## config.mk

```make
export PLATFORM = sky130hd
export DESIGN_NAME = uart_tx_frame
export DESIGN_NICKNAME = d
export VERILOG_FILES = /design/src/rtl/uart_tx_frame.sv
export SDC_FILE = /design/constraint.sdc
export NUM_CORES = 1
export LEC_CHECK = 0
export ABC_AREA = 1
export CORE_ASPECT_RATIO = 1.75
export CORE_MARGIN = 10
export CORE_UTILIZATION = 51
export CTS_BUF_LIST = sky130_fd_sc_hd__clkbuf_4
export DETAILED_ROUTE_END_ITERATION = 8
export PLACE_DENSITY = 0.82
export SLEW_MARGIN = 20
export SYNTH_ARGS = -nofsm -noshare
export SYNTH_HDL_FRONTEND = slang
export SYNTH_SLANG_ARGS = --single-unit
```

## constraint.sdc

```tcl
create_clock -name i_clk -period 1.3 [get_ports i_clk]
set_input_delay 0.325 -clock i_clk [delete_from_list [all_inputs] [get_ports i_clk]]
set_output_delay 0.325 -clock i_clk [all_outputs]
set_load 0.01 [all_outputs]
```

## src/rtl/uart_tx_frame.sv

```systemverilog
// Parametrised UART transmitter: start, 5..9 data bits LSB first,
// optional even/odd parity, one or two stop bits; gate pauses a frame.
module uart_tx_frame #(
  parameter int CLKS_PER_BIT = 4,
  parameter int DATA_BITS    = 8,
  parameter int PARITY_EN    = 0,
  parameter int PARITY_ODD   = 0,
  parameter int STOP_BITS    = 1
) (
  input  logic                 i_clk,
  input  logic                 i_rst_n,
  input  logic                 i_Tx_DV,
  input  logic [DATA_BITS-1:0] i_Tx_b,
  input  logic                 i_enable,
  input  logic                 i_select,
  output logic                 o_Tx_serial,
  output logic                 o_Tx_active,
  output logic                 o_ready,
  output logic                 o_data_recieved,
  output logic                 o_data_sent
);

  localparam int CW = (CLKS_PER_BIT > 1) ? $clog2(CLKS_PER_BIT) : 1;
  localparam int IW = (DATA_BITS > 1) ? $clog2(DATA_BITS) : 1;
  localparam logic [CW-1:0] CLK_LAST  = CW'(CLKS_PER_BIT - 1);
  localparam logic [IW-1:0] DATA_LAST = IW'(DATA_BITS - 1);
  localparam logic [IW-1:0] STOP_LAST = IW'(STOP_BITS - 1);
  localparam logic          PODD      = 1'(PARITY_ODD);

  typedef enum logic [2:0] {
    IDLE,
    START,
    DATA,
    PARITY,
    STOP
  } state_t;

  state_t               state;
  logic [CW-1:0]        clk_cnt;
  logic [IW-1:0]        bit_idx;
  logic [DATA_BITS-1:0] shreg;
  logic                 parity;
  logic                 gate;
  logic                 bit_done;

  assign gate     = i_enable & i_select;
  assign bit_done = gate && (clk_cnt == CLK_LAST);

  always_ff @(posedge i_clk or negedge i_rst_n) begin
    if (!i_rst_n) begin
      state           <= IDLE;
      clk_cnt         <= '0;
      bit_idx         <= '0;
      shreg           <= '0;
      parity          <= 1'b0;
      o_Tx_serial     <= 1'b1;
      o_Tx_active     <= 1'b0;
      o_ready         <= 1'b1;
      o_data_recieved <= 1'b0;
      o_data_sent     <= 1'b0;
    end else begin
      o_data_recieved <= 1'b0;
      o_data_sent     <= 1'b0;
      // bit timer only runs mid-frame and freezes with the gate
      if (state != IDLE && gate) begin
        if (clk_cnt == CLK_LAST) clk_cnt <= '0;
        else clk_cnt <= clk_cnt + 1'b1;
      end
      unique case (state)
        IDLE: begin
          if (i_Tx_DV) begin
            shreg           <= i_Tx_b;
            parity          <= ^i_Tx_b ^ PODD;
            clk_cnt         <= '0;
            bit_idx         <= '0;
            state           <= START;
            o_Tx_serial     <= 1'b0;
            o_Tx_active     <= 1'b1;
            o_ready         <= 1'b0;
            o_data_recieved <= 1'b1;
          end
        end
        START: begin
          if (bit_done) begin
            state       <= DATA;
            o_Tx_serial <= shreg[0];
            shreg       <= shreg >> 1;
          end
        end
        DATA: begin
          if (bit_done) begin
            if (bit_idx != DATA_LAST) begin
              bit_idx     <= bit_idx + 1'b1;
              o_Tx_serial <= shreg[0];
              shreg       <= shreg >> 1;
            end else if (PARITY_EN != 0) begin
              state       <= PARITY;
              o_Tx_serial <= parity;
            end else begin
              state       <= STOP;
              bit_idx     <= '0;
              o_Tx_serial <= 1'b1;
            end
          end
        end
        PARITY: begin
          if (bit_done) begin
            state       <= STOP;
            bit_idx     <= '0;
            o_Tx_serial <= 1'b1;
          end
        end
        STOP: begin
          // bit_idx doubles as the stop-bit counter
          if (bit_done) begin
            if (bit_idx != STOP_LAST) begin
              bit_idx <= bit_idx + 1'b1;
            end else begin
              state       <= IDLE;
              bit_idx     <= '0;
              o_Tx_active <= 1'b0;
              o_ready     <= 1'b1;
              o_data_sent <= 1'b1;
            end
          end
        end
        default: state <= IDLE;
      endcase
    end
  end

endmodule

```

==> impl_metrics.ini <==
[floorplanning]
initial_core_util_pct = 53.4
num_rows = 24
io_pins = 18
die-height_um = 87.6
coreArea_um2 = 2490
die_w_um = 58.6
die-area_um2 = 5130

[cells_and_area]
mostFrequentLayoutCell = nand2_1
final_cell_mix = nand2_1 (53), buf_4 (21), nand2_2 (18), dfrtp_1 (14), clkdlybuf4s50_1 (12)
antenna_cells = 0
finalNonFillerCells = 246
drive_above_1_share_pct = 48.6
layout.nets = 239
post-route-util_pct = 83.0
fin_area_um2 = 2070
synthToLayoutAreaGrowth_pct = 55.5

[critical_path]
path_class = reg2reg
path_cells = nor2_4, nand2_4, buf_4, nand3_1, nand2_1, nand2_1, nand2_2
r2r_start = state[2]
cp-start-kind = flop
cpPeakStageDelay_ps = 480
critPathCapture = shreg[2]
path_common_cell = nand2_1
crit_buf_inv = 1
end_kind = flop
worstPathRequired_ps = 1510
r2r_slack_ps = -160
reg2reg_depth = 7
crit_family = simple AND/OR/NAND/NOR gates
path_max_fanout = 7
slowest_stage = dfrtp_2
cp-startpoint = state[2]
cp_num_cells = 7
r2r-end = shreg[2]
arrival_ps = 1670

[clocking]
hold_buffers = 0
numCtsBuffers = 3
clk_latency_ps = 320
cts_root_buffer = clkbuf_4
cts_tree = done
htreeDepth = 1
cts_buffer_depth = 2
clkSinkCount = 21
clkTransAtPathRegs_ps = 140

[drt]
ant_nets = 0
vias = 1334
finalWirelength_mm = 4.17
post_drt_wl_per_cell_um = 16.9
via_per_inst = 5.42
first_pass_iters = 6
drt_iter0_drc = 49
drc = 0

[sta]
finalMaxSlewViolations = 0
setup_viol = 21
fin_crit_ps = 1460
tightest_slew_ps = 345
fin_crit_sh_pct = 112
hold_slack_ps = 323
slew-limit-headroom_pct = 77.0
max_freq_mhz = 684
finClkSkew_ps = 17.2
finalHoldViolations = 0
fin_ws_ps = -162
grt_setup_unrepaired = yes
fin_tns_setup_ps = -2740

[logic_synthesis]
ys_warn_count = 0
yosys_register_bits = 21
synth_area_um2 = 1330
synth_top_area_share_pct = 35.7
syn_nets = 189
ys_types = 25
avgSynthCellArea_um2 = 7.79
syn_inst = 171
synth_area_leaders = dfrtp_1 (36%), nand2_1 (20%), nand3_1 (6.8%), ha_1 (4.7%), nand2_4 (4.2%)
ys_seq_area_share_pct = 39.7
yosysTopAreaCell = dfrtp_1

[placement]
pre_cts_slack_ps = -359
place_hpwl_mm = 2.57
io_buffers = 17
place_area_um2 = 1670
place.gp.congestion = 0.923
placed_cells = 228

[power]
p_per_area_nw_per_um2 = 2300
combPwrFrac_pct = 69.5
vdd_drop_max_v = 0.00138
switchingPower_mw = 2.31
switching_share_pct = 48.5
internal_power_mw = 2.45
finalPower_mw = 4.76
leakage_nw = 1.03
pwr-share-clk_pct = 7.0
seqPwrFrac_pct = 23.5

[global_routing]
grt_start_max_net_pins = 22
grt_usage_pct = 16.1
grt_pass1_wl_mm = 6.46
antenna_found_initial = 0
grt-ovfl-total = 0
first_global_vias = 1417

[status]
violations = negative setup slack
status = finished, violations left

[min_path]
hp-class = in2async

[flow_run]
drv_cap = 0
## synthesized netlist by cell type, drive strengths merged
library cell and n:
nand2 79, nand3 21, dfrtp 19, inv 15
nor2 11, a21oi 5, ha 5, o21ai 4
buf 3, dfstp 2, nand3b 2, a21boi 1
and2 1, clkinv 1, nor3 1, o31ai 1
## power by group through the flow
stage               Combinational (mW)  Clock (mW)  Sequential [mW]
floorplan                         1.60           0             1.05
global placement                  2.17           0             1.10
detailed placement                2.27           0             1.13
CTS                               2.88       0.333             1.10
global route                      3.57       0.369             1.14
finish                            3.30       0.334             1.12
## layer usage
metal / GRT usage, % / part of all wire [%]
met3: 3.33 / 4.9
met1: 14.9 / 35
met2: 29.9 / 56
met5: 0 / 0
met4: 10.9 / 3.6
## worst reg2reg max path, stage by stage, from the launching register on
cell	delay, ps
dfrtp_2	480
nor2_4	270
nand2_4	140
buf_4	190
nand3_1	80
nand2_1	60
nand2_1	80
nand2_2	50
## worst min path at each step
| stage | cells past startpoint | start | slack [ps] | end |
|---|---|---|---|---|
| after global routing | 2 | i_rst_n | 310 | shreg[4] |
| after CTS | 2 | i_rst_n | 330 | shreg[4] |
| final | 2 | i_rst_n | 320 | shreg[4] |
| after floorplan | 0 | i_rst_n | 30 | bit_idx[0] |
| after detailed placement | 2 | o_Tx_serial | 460 | o_Tx_serial |
| after global placement | 2 | o_Tx_serial | 450 | o_Tx_serial |
## layout make-up
type | instances | area (um^2)
well taps | 26 | 32.5
clock inverters | 1 | 5.00
multi-input cells | 131 | 941
fillers | 135 | 423
clock buffers | 3 | 22.5
inverters | 16 | 67.6
repair buffers | 48 | 467
flip-flops and latches | 21 | 534
## sequential cells by signal, indices dropped and copies added, names as in the netlist
register	count
state	3
o_Tx_active	1
shreg	8
o_data_sent	1
o_data_recieved	1
o_ready	1
clk_cnt	2
o_Tx_serial	1
bit_idx	3
## kinds of logic after synthesis
| group | count (synthesis) | synth area share [%] |
|---|---|---|
| flip-flops | 21 | 39.7 |
| AND/OR/NAND/NOR | 115 | 43.1 |
| adder cells (fa/ha/maj) | 5 | 4.70 |
| AO/OA/AOI/OAI | 11 | 5.36 |
| buffers and inverters | 19 | 7.14 |
## timing repair
item,in CTS,in global routing
setup buffers,8,6
endpoints found under the setup margin,25,25
pin swaps,25,23
gates resized for setup,66,20
Power figures use the tool's default switching activity.
==> RTL change, RTL diff (same flow settings) <==
Set the parameter `CLKS_PER_BIT` to 8 (it was 4).
--- a/src/rtl/uart_tx_frame.sv
+++ b/src/rtl/uart_tx_frame.sv
@@ -3,3 +3,3 @@
 module uart_tx_frame #(
-  parameter int CLKS_PER_BIT = 4,
+  parameter int CLKS_PER_BIT = 8,
   parameter int DATA_BITS    = 8,
Function: changed (Yosys sat finds a counterexample within 10 cycles, from zero or initial values and one cycle with i_rst_n low).
==> RTL change against the unedited design <==
The flow still finishes with violations (negative setup slack); critical path depth rose by 2; area after synthesis is 4.9% lower; total power fell by 14%; sequential cell count up 1; routed wire length shrank 19%; cell area fell by 11%; synthesized cell count increased by 1.8%; worst setup slack got worse by 56 ps; highest routed layer unchanged.
==> RTL change: results (changes against the unedited design) <==
- Non-Filler Instances: 235 (-4.5%)
- Endpoints failing setup: 21 (unchanged)
- Placed cell areas: 0.00160 mm^2 (-3.8%)
- Failing checks: negative setup slack
- Number of vias per cell: 5.43 (+0.21%)
- WL/cell: 14.3 um (-16%)
- Final Wtd Congestion: 0.896 (-3.0%)
- Sequential element share of the synthesized area: 0.437 (+0.0401)
- Drt initial violations: 37 (-24%)
- Slowest-stage cell, CP: dfrtp_1
- FF-to-FF setup slack: -220 ps (-60 ps)
- P_leak: 0.000931 uW (-9.9%)
- Status: finished with violations
- Worst reg-to-reg path cell count: 9 (+2)
- CP peak stage delay: 410 ps (-70 ps)
- Share of cells above drive strength 1: 0.333 (-0.153)
- Pin count of the biggest net entering global routing: 23 (+4.5%)
- Max FFs per register: 8 (unchanged)
- R2R Path Start: clk_cnt[0]$_DFF_PN0_
- Hold_ws: 336 ps (+12.9 ps)
- FF-to-FF End: shreg[4]$_DFFE_PN0P_
- Worst Max-Slew Pin Slew: 249 ps (-96.5 ps)
- Most frequent cells after synthesis: nand2_1, dfrtp_1, nand3_1
- Mapped Nets: 192 (+1.6%)
- Worst slack, placed: -370 ps (-11.2 ps)
- Critical path peak fanout: 8 (+1)
- Gate Count Post-Synth: 174 (+1.8%)
- Peak supply drop: 1.50 mV (+8.8%)
- Global-route wire length before repair: 5340 um (-17%)
- Post-route setup slack: -218 ps (-55.8 ps)
- Tot GR Track Use: 0.132 (-0.0294)
- Worst Path Arrival: 1730 ps (+60 ps)
- HPWL after DPL: 2360 um (-8.4%)
- DRT Pass-1 Iters: 4 (-2)
- Delay-heaviest family, CP: flip-flops
- Vias in the first global route: 1329 (-6.2%)
- Netlist cell types: 21 (-16%)
==> RTL change: repair_timing <==
item	in CTS	in global routing
setup endpoints to repair	23	25
setup buffers	1	2
gates resized for setup	33	34
pin swaps	6	16
==> RTL change: report_power, final <==
part / internal (uW) / leakage (uW) / total [uW] / switching [uW]
Clock: 141 / 0.0000184 / 353 / 212
Combinational: 1040 / 0.000633 / 2560 / 1520
Sequential: 969 / 0.000280 / 1190 / 222
==> RTL change: cell families after synthesis <==
group,count (synthesis),synth area share
AO/OA/AOI/OAI,14,0.0632
adder cells (fa/ha/maj),5,0.0494
buffers and inverters,20,0.0652
flip-flops,22,0.437
AND/OR/NAND/NOR,113,0.385
==> RTL change: cell type report <==
cell class	instances	area, um^2
tap	25	31.3
inverter	19	76.3
fill	158	490
clock buffer	4	30.0
timing repair buffer	33	308
sequential	22	553
multi-input combinational	132	842
==> RTL change: how the worst max path moves through the flow <==
| stage | start | endpoint | slack, ps | cells past startpoint |
|---|---|---|---|---|
| floorplan | clk_cnt[0]$_DFF_PN0_ | shreg[0]$_DFFE_PN0P_ | -20 | 9 |
| global placement | i_enable | shreg[0]$_DFFE_PN0P_ | -340 | 7 |
| detailed placement | i_enable | bit_idx[0]$_DFFE_PN0P_ | -370 | 7 |
| CTS | clk_cnt[1]$_DFF_PN0_ | shreg[4]$_DFFE_PN0P_ | -180 | 7 |
| global route | clk_cnt[0]$_DFF_PN0_ | state[2]$_DFFE_PN0P_ | -280 | 9 |
| finish | clk_cnt[0]$_DFF_PN0_ | shreg[4]$_DFFE_PN0P_ | -220 | 9 |
==> RTL change: per-layer routing <==
metal	vias up	GRT usage	part of all wire
li1	620	-	-
met1	610	0.123	0.39
met2	35	0.240	0.53
met3	12	0.0340	0.041
met4	0	0.0815	0.038
met5	-	0	0
